[src/rtl/text_pkg.sv]
// text_pkg
//   Types and constants shared by the text RAM writer and the VGA text block.
//   - TEXT_BASE_ADDR  : default processor byte address of the text window
//   - TEXT_CLEAR_CHAR : default fill byte for the clear engine (ASCII space)
//   - ST_IDLE/ST_DRAIN/ST_CLEAR : writer FSM state encodings
//   - text_entry_t    : one buffered store {addr, data}; addr is sized for the
//                       widest supported RAM (ADDR_W <= TEXT_MAX_ADDR_W)
package text_pkg;

    localparam logic [31:0] TEXT_BASE_ADDR  = 32'h0000_1000;
    localparam logic [7:0]  TEXT_CLEAR_CHAR = 8'h20;
    localparam int          TEXT_MAX_ADDR_W = 16;

    typedef logic [1:0] state_t;

    localparam state_t ST_IDLE  = 2'd0;
    localparam state_t ST_DRAIN = 2'd1;
    localparam state_t ST_CLEAR = 2'd2;

    typedef struct packed {
        logic [TEXT_MAX_ADDR_W-1:0] addr;
        logic [7:0]                 data;
    } text_entry_t;

endpackage

[src/rtl/sync_fifo.sv]
// sync_fifo
//   Single-clock FIFO with show-ahead read data (pop_data is the head entry
//   whenever empty is low).
//   Ports:
//     clk, rst_n           : clock, asynchronous active-low reset
//     push, push_data      : write request and data
//     pop                  : consume the head entry
//     pop_data             : head entry (valid while !empty)
//     full, empty, level   : occupancy status
//   Handshake: a push is taken when push && (!full || pop); a pop is taken
//   when pop && !empty. Push and pop in the same cycle are both taken, so a
//   full FIFO can accept a new entry while its head is consumed.
module sync_fifo #(
    parameter int  WIDTH = 8,
    parameter int  DEPTH = 8,
    localparam int AW    = $clog2(DEPTH),
    localparam int LW    = AW + 1
) (
    input  logic             clk,
    input  logic             rst_n,
    input  logic             push,
    input  logic [WIDTH-1:0] push_data,
    input  logic             pop,
    output logic [WIDTH-1:0] pop_data,
    output logic             full,
    output logic             empty,
    output logic [LW-1:0]    level
);

    logic [WIDTH-1:0] mem [DEPTH];
    logic [AW-1:0]    wr_ptr;
    logic [AW-1:0]    rd_ptr;
    logic             push_ok;
    logic             pop_ok;

    assign full    = (level == LW'(DEPTH));
    assign empty   = (level == '0);
    assign push_ok = push && (!full || pop);
    assign pop_ok  = pop && !empty;

    // When full, wr_ptr == rd_ptr; the head is read combinationally before
    // the edge that overwrites it, so push+pop on a full FIFO is safe.
    assign pop_data = mem[rd_ptr];

    always_ff @(posedge clk) begin
        if (push_ok) begin
            mem[wr_ptr] <= push_data;
        end
    end

    always_ff @(posedge clk or negedge rst_n) begin
        if (!rst_n) begin
            wr_ptr <= '0;
            rd_ptr <= '0;
            level  <= '0;
        end else begin
            if (push_ok) begin
                wr_ptr <= wr_ptr + AW'(1);
            end
            if (pop_ok) begin
                rd_ptr <= rd_ptr + AW'(1);
            end
            case ({push_ok, pop_ok})
                2'b10:   level <= level + LW'(1);
                2'b01:   level <= level - LW'(1);
                default: level <= level;
            endcase
        end
    end

endmodule

[src/rtl/text_ram_writer.sv]
// text_ram_writer
//   Captures processor byte stores that hit the text window, buffers them in a
//   FIFO and writes them into the text RAM only while the display is blanked.
//   Optional clear engine (macro TEXT_RAM_WRITER_CLEAR_EN) fills the whole RAM
//   with CLEAR_CHAR on a clear_req pulse, again only during blanking.
//   Ports:
//     clk, reset              : clock, asynchronous active-low reset
//     mem_write, data_adr,
//     write_data              : processor store bus (only write_data[7:0] used)
//     blank                   : display outside visible area
//     clear_req               : one-cycle clear request (ignored without macro)
//     ram_addr, ram_data,
//     ram_wren                : registered RAM write port
//     busy                    : FIFO non-empty or FSM not idle
//     overflow                : sticky, a store was dropped on a full FIFO
//     level                   : FIFO occupancy
//     state_dbg               : current FSM state
module text_ram_writer
    import text_pkg::*;
#(
    parameter logic [31:0] BASE_ADDR  = TEXT_BASE_ADDR,
    parameter int          TEXT_CHARS = 4096,
    parameter int          ADDR_W     = 12,
    parameter int          DEPTH      = 8,
    parameter logic [7:0]  CLEAR_CHAR = TEXT_CLEAR_CHAR,
    localparam int         LW         = $clog2(DEPTH) + 1
) (
    input  logic              clk,
    input  logic              reset,
    input  logic              mem_write,
    input  logic [31:0]       data_adr,
    input  logic [31:0]       write_data,
    input  logic              blank,
    input  logic              clear_req,
    output logic [ADDR_W-1:0] ram_addr,
    output logic [7:0]        ram_data,
    output logic              ram_wren,
    output logic              busy,
    output logic              overflow,
    output logic [LW-1:0]     level,
    output state_t            state_dbg
);

    state_t      state;
    state_t      state_nxt;
    logic        hit;
    logic        pop;
    logic        fifo_full;
    logic        fifo_empty;
    logic [31:0] offset_full;
    text_entry_t push_entry;
    text_entry_t head;

    // 33-bit compare so a window ending at the top of the address map
    // cannot wrap.
    logic [32:0] adr_ext;
    logic [32:0] win_lo;
    logic [32:0] win_hi;

    assign adr_ext     = {1'b0, data_adr};
    assign win_lo      = {1'b0, BASE_ADDR};
    assign win_hi      = win_lo + 33'(TEXT_CHARS);
    assign hit         = mem_write && (adr_ext >= win_lo) && (adr_ext < win_hi);
    assign offset_full = data_adr - BASE_ADDR;

    always_comb begin
        push_entry                   = '0;
        push_entry.addr[ADDR_W-1:0]  = offset_full[ADDR_W-1:0];
        push_entry.data              = write_data[7:0];
    end

    sync_fifo #(
        .WIDTH ($bits(text_entry_t)),
        .DEPTH (DEPTH)
    ) u_fifo (
        .clk       (clk),
        .rst_n     (reset),
        .push      (hit),
        .push_data (push_entry),
        .pop       (pop),
        .pop_data  (head),
        .full      (fifo_full),
        .empty     (fifo_empty),
        .level     (level)
    );

`ifdef TEXT_RAM_WRITER_CLEAR_EN
    logic [ADDR_W-1:0] clr_addr;
    logic              clr_wr;
`endif

    // IDLE pops on the same edge it leaves for DRAIN, so a store can reach
    // the RAM port one edge after it lands in the FIFO.
    always_comb begin
        state_nxt = state;
        pop       = 1'b0;
`ifdef TEXT_RAM_WRITER_CLEAR_EN
        clr_wr    = 1'b0;
`endif
        case (state)
            ST_IDLE: begin
                if (blank && !fifo_empty) begin
                    pop       = 1'b1;
                    state_nxt = ST_DRAIN;
                end
`ifdef TEXT_RAM_WRITER_CLEAR_EN
                // A clear request wins over draining in the same cycle.
                if (clear_req) begin
                    pop       = 1'b0;
                    state_nxt = ST_CLEAR;
                end
`endif
            end
            ST_DRAIN: begin
                if (blank && !fifo_empty) begin
                    pop = 1'b1;
                end else begin
                    state_nxt = ST_IDLE;
                end
            end
`ifdef TEXT_RAM_WRITER_CLEAR_EN
            ST_CLEAR: begin
                if (blank) begin
                    clr_wr = 1'b1;
                    if (clr_addr == ADDR_W'(TEXT_CHARS - 1)) begin
                        state_nxt = ST_IDLE;
                    end
                end
            end
`endif
            default: state_nxt = ST_IDLE;
        endcase
    end

    always_ff @(posedge clk or negedge reset) begin
        if (!reset) begin
            state    <= ST_IDLE;
            ram_addr <= '0;
            ram_data <= '0;
            ram_wren <= 1'b0;
            overflow <= 1'b0;
        end else begin
            state <= state_nxt;
`ifdef TEXT_RAM_WRITER_CLEAR_EN
            ram_wren <= pop || clr_wr;
`else
            ram_wren <= pop;
`endif
            if (pop) begin
                ram_addr <= head.addr[ADDR_W-1:0];
                ram_data <= head.data;
            end
`ifdef TEXT_RAM_WRITER_CLEAR_EN
            else if (clr_wr) begin
                ram_addr <= clr_addr;
                ram_data <= CLEAR_CHAR;
            end
`endif
            if (hit && fifo_full && !pop) begin
                overflow <= 1'b1;
            end
        end
    end

`ifdef TEXT_RAM_WRITER_CLEAR_EN
    always_ff @(posedge clk or negedge reset) begin
        if (!reset) begin
            clr_addr <= '0;
        end else if (state == ST_IDLE && state_nxt == ST_CLEAR) begin
            clr_addr <= '0;
        end else if (clr_wr) begin
            clr_addr <= clr_addr + ADDR_W'(1);
        end
    end
`endif

    assign busy      = (state != ST_IDLE) || (level != '0);
    assign state_dbg = state;

    // Bits that are intentionally not consumed (upper data byte lanes, high
    // offset bits, and the clear inputs when the engine is compiled out).
    logic unused_ok;
    assign unused_ok = &{1'b0, write_data[31:8], head.addr, offset_full
`ifndef TEXT_RAM_WRITER_CLEAR_EN
                         , clear_req, CLEAR_CHAR
`endif
                        };

endmodule
[config.mk]
export PLATFORM = sky130hd
export DESIGN_NAME = text_ram_writer
export DESIGN_NICKNAME = d
export VERILOG_FILES = /design/src/rtl/text_pkg.sv /design/src/rtl/sync_fifo.sv /design/src/rtl/text_ram_writer.sv
export SDC_FILE = /design/constraint.sdc
export NUM_CORES = 1
export LEC_CHECK = 0
export ABC_AREA = 1
export CAP_MARGIN = 20
export CORE_ASPECT_RATIO = 1.5
export CORE_MARGIN = 1.5
export CORE_UTILIZATION = 54
export CTS_BUF_LIST = sky130_fd_sc_hd__clkbuf_2 sky130_fd_sc_hd__clkbuf_4 sky130_fd_sc_hd__clkbuf_8
export CTS_CLUSTER_SIZE = 40
export DETAILED_ROUTE_END_ITERATION = 6
export HOLD_SLACK_MARGIN = 0.02
export PLACE_DENSITY = 0.9
export SYNTH_ARGS = -nofsm -noshare
export SYNTH_HDL_FRONTEND = slang
export SYNTH_HIERARCHICAL = 1
export SYNTH_SLANG_ARGS = --single-unit
[constraint.sdc]
create_clock -name clk -period 2.63 [get_ports clk]
set_input_delay 0.526 -clock clk [delete_from_list [all_inputs] [get_ports clk]]
set_output_delay 0.526 -clock clk [all_outputs]
set_load 0.01 [all_outputs]
==> flow_summary.ini <==
[timing]
maxSlewViolCount = 0
setup_viol = 0
tightest_slew_ns = 0.791
rsz0062_at_grt = false
timing.final.crit_share = 0.882
setup_ws_ns = 0.310
timing.final.hold_violations = 0
fin_crit_ns = 2.32
max_freq_mhz = 431
finalClockSkew_ns = 0.0126
slew_headroom = 0.472

[grt]
grt_max_degree = 87
gr-total-overflow = 0
grtUsageTotal = 0.215
antenna_found_initial = 0
grt_pass1_wl_mm = 27.1
grt_pass1_vias = 5660

[finish]
final_nets = 1058
final_common_cell = nand2_1
drive_gt1_frac = 0.0743
antenna_cells = 0
fillers = 1094
fin_util = 0.641
layout_common_cells = 352 x nand2_1, 176 x nor2_1, 160 x edfxtp_1, 99 x inv_1, 71 x clkdlybuf4s50_1
finalNonFillerCells = 1199
area_growth_pct = 17.1

[placement]
gp_congestion = 0.810
post-dp-hpwl_mm = 10.8
io_buffers = 71
dp_cells = 1167
place_ws_ns = -0.0828

[clock_network]
hold_buffers = 0
htreeDepth = 4
cts_buffers = 17
cts-root-buf = clkbuf_8
clk_pin_slew_worst_paths_ns = 0.10
cts_buffer_depth = 2
ctsResizeCount = 0
worstSkewPairLatency_ns = 0.46
cts_tree = built
clock-sinks = 193
post-cts-setup-buffers = 0

[worst_setup_path]
max_stage_delay_ns = 0.47
crit_top_cell = inv_1
r2r_end = u_fifo/level[2]
crit_path_start_kind = flip-flop
r2r_start = u_fifo/level[1]
crit_chain = nor2_1, nand3_1, inv_1, nor2_4, inv_1, nand4_1, nand2_1, ha_1, buf_4, inv_1, fa_1, xor2_1, o21ai_0
reg2regPathDepth = 13
crit_path_max_fanout = 7
cp-end-kind = flip-flop
critPathSlowestCell = dfrtp_1
crit_type = flip-flop to flip-flop
r2r_slack_ns = 0.31
crit_arrival_ns = 2.70
required_ns = 3.01

[power]
powerDensity_mw_per_mm2 = 524
p_leak_nw = 4.26
ir_drop_uv = 380

[routing]
totalWireLength_mm = 17.2
via_per_inst = 5.01
drtAntennaViolNets = 0
vias = 6008
routedWlPerCell_um = 14.4
drt_first_pass_iters = 5
drt_iter0_drc = 454
drc_errors = 0

[yosys]
syn_avg_cell_area_um2 = 9.38
syn-num-nets = 983
netlist_area_mm2 = 0.00851
synth_warnings = 6
syn_inst = 908

[run_status]
status = completed

[die]
core_area_mm2 = 0.0156
ios = 98
dieHeight_um = 157
die_area_mm2 = 0.0165
num_rows = 56
die_x_um = 106
start_util = 0.547

[worst_hold_path]
worstHoldPathType = input port to async pin

[job]
maxCapViolations = 0
power by group:
part / switching (mW) / internal [mW] / leakage [nW]
Combinational: 0.0491 / 0.0600 / 2.17
Sequential: 0.0000554 / 3.31 / 1.89
Clock: 1.11 / 0.704 / 0.197
area by class of cell:
cell class	instances	area, um2	share of cell area
flip-flops and latches	193	5630	0.565
multi-input cells	570	2290	0.229
repair buffers	99	1030	0.104
inverters	102	383	0.0384
well taps	203	254	0.0255
clock buffers	17	234	0.0235
clock inverters	15	146	0.0147
worst max path at each step:
stage / to / cells past startpoint / startpoint / slack, ns
floorplan: u_fifo/mem[1][0] / 9 / u_fifo/level[0] / -0.001
global placement: u_fifo/level[3] / 12 / data_adr[26] / -0.05
detailed placement: u_fifo/level[3] / 12 / data_adr[26] / -0.08
CTS: busy / 4 / u_fifo/level[0] / 0.28
global route: u_fifo/level[2] / 13 / u_fifo/level[1] / 0.13
finish: u_fifo/level[2] / 13 / u_fifo/level[1] / 0.31
metrics by stage:
| step | power [mW] | hold slack [ns] | TNS [ns] | instance area (um2) |
|---|---|---|---|---|
| finish | 5.23 | 0.459 | 0 | 9970 |
| global route | 5.40 | 0.491 | 0 | 9970 |
| CTS | 5.27 | 0.453 | 0 | 9970 |
| detailed placement | 3.49 | 0.457 | -0.111 | 9590 |
| global placement | 3.48 | 0.452 | -0.0538 | 9590 |
| floorplan | 3.38 | 0.230 | -0.0902 | 8510 |
state kept, by name (all words and copies together), names as in the netlist, 3 cells and up:
name	count
ram_addr	12
u_fifo/mem	160
u_fifo/wr_ptr	3
u_fifo/level	4
u_fifo/rd_ptr	3
ram_data	8
critical path, delay by kind of cell (launching register included):
family	cells	cell delay (ns)
and+or+nand+nor	5	0.56
adders and majority gates	2	0.55
DFF	1	0.47
buffers and inverters	4	0.35
AOI/OAI and AO/OA	1	0.17
xor gates and xnor gates	1	0.15
routing by layer:
layer | share of wire | wire length (um) | global-route usage | up-vias
met5 | 0 | 0 | 0 | -
met4 | 0.027 | 459 | 0.0991 | 0
met3 | 0.069 | 1180 | 0.0362 | 40
met2 | 0.52 | 9020 | 0.383 | 250
met1 | 0.38 | 6550 | 0.254 | 2779
li1 | - | - | - | 2939
Power figures use the tool's default switching activity.
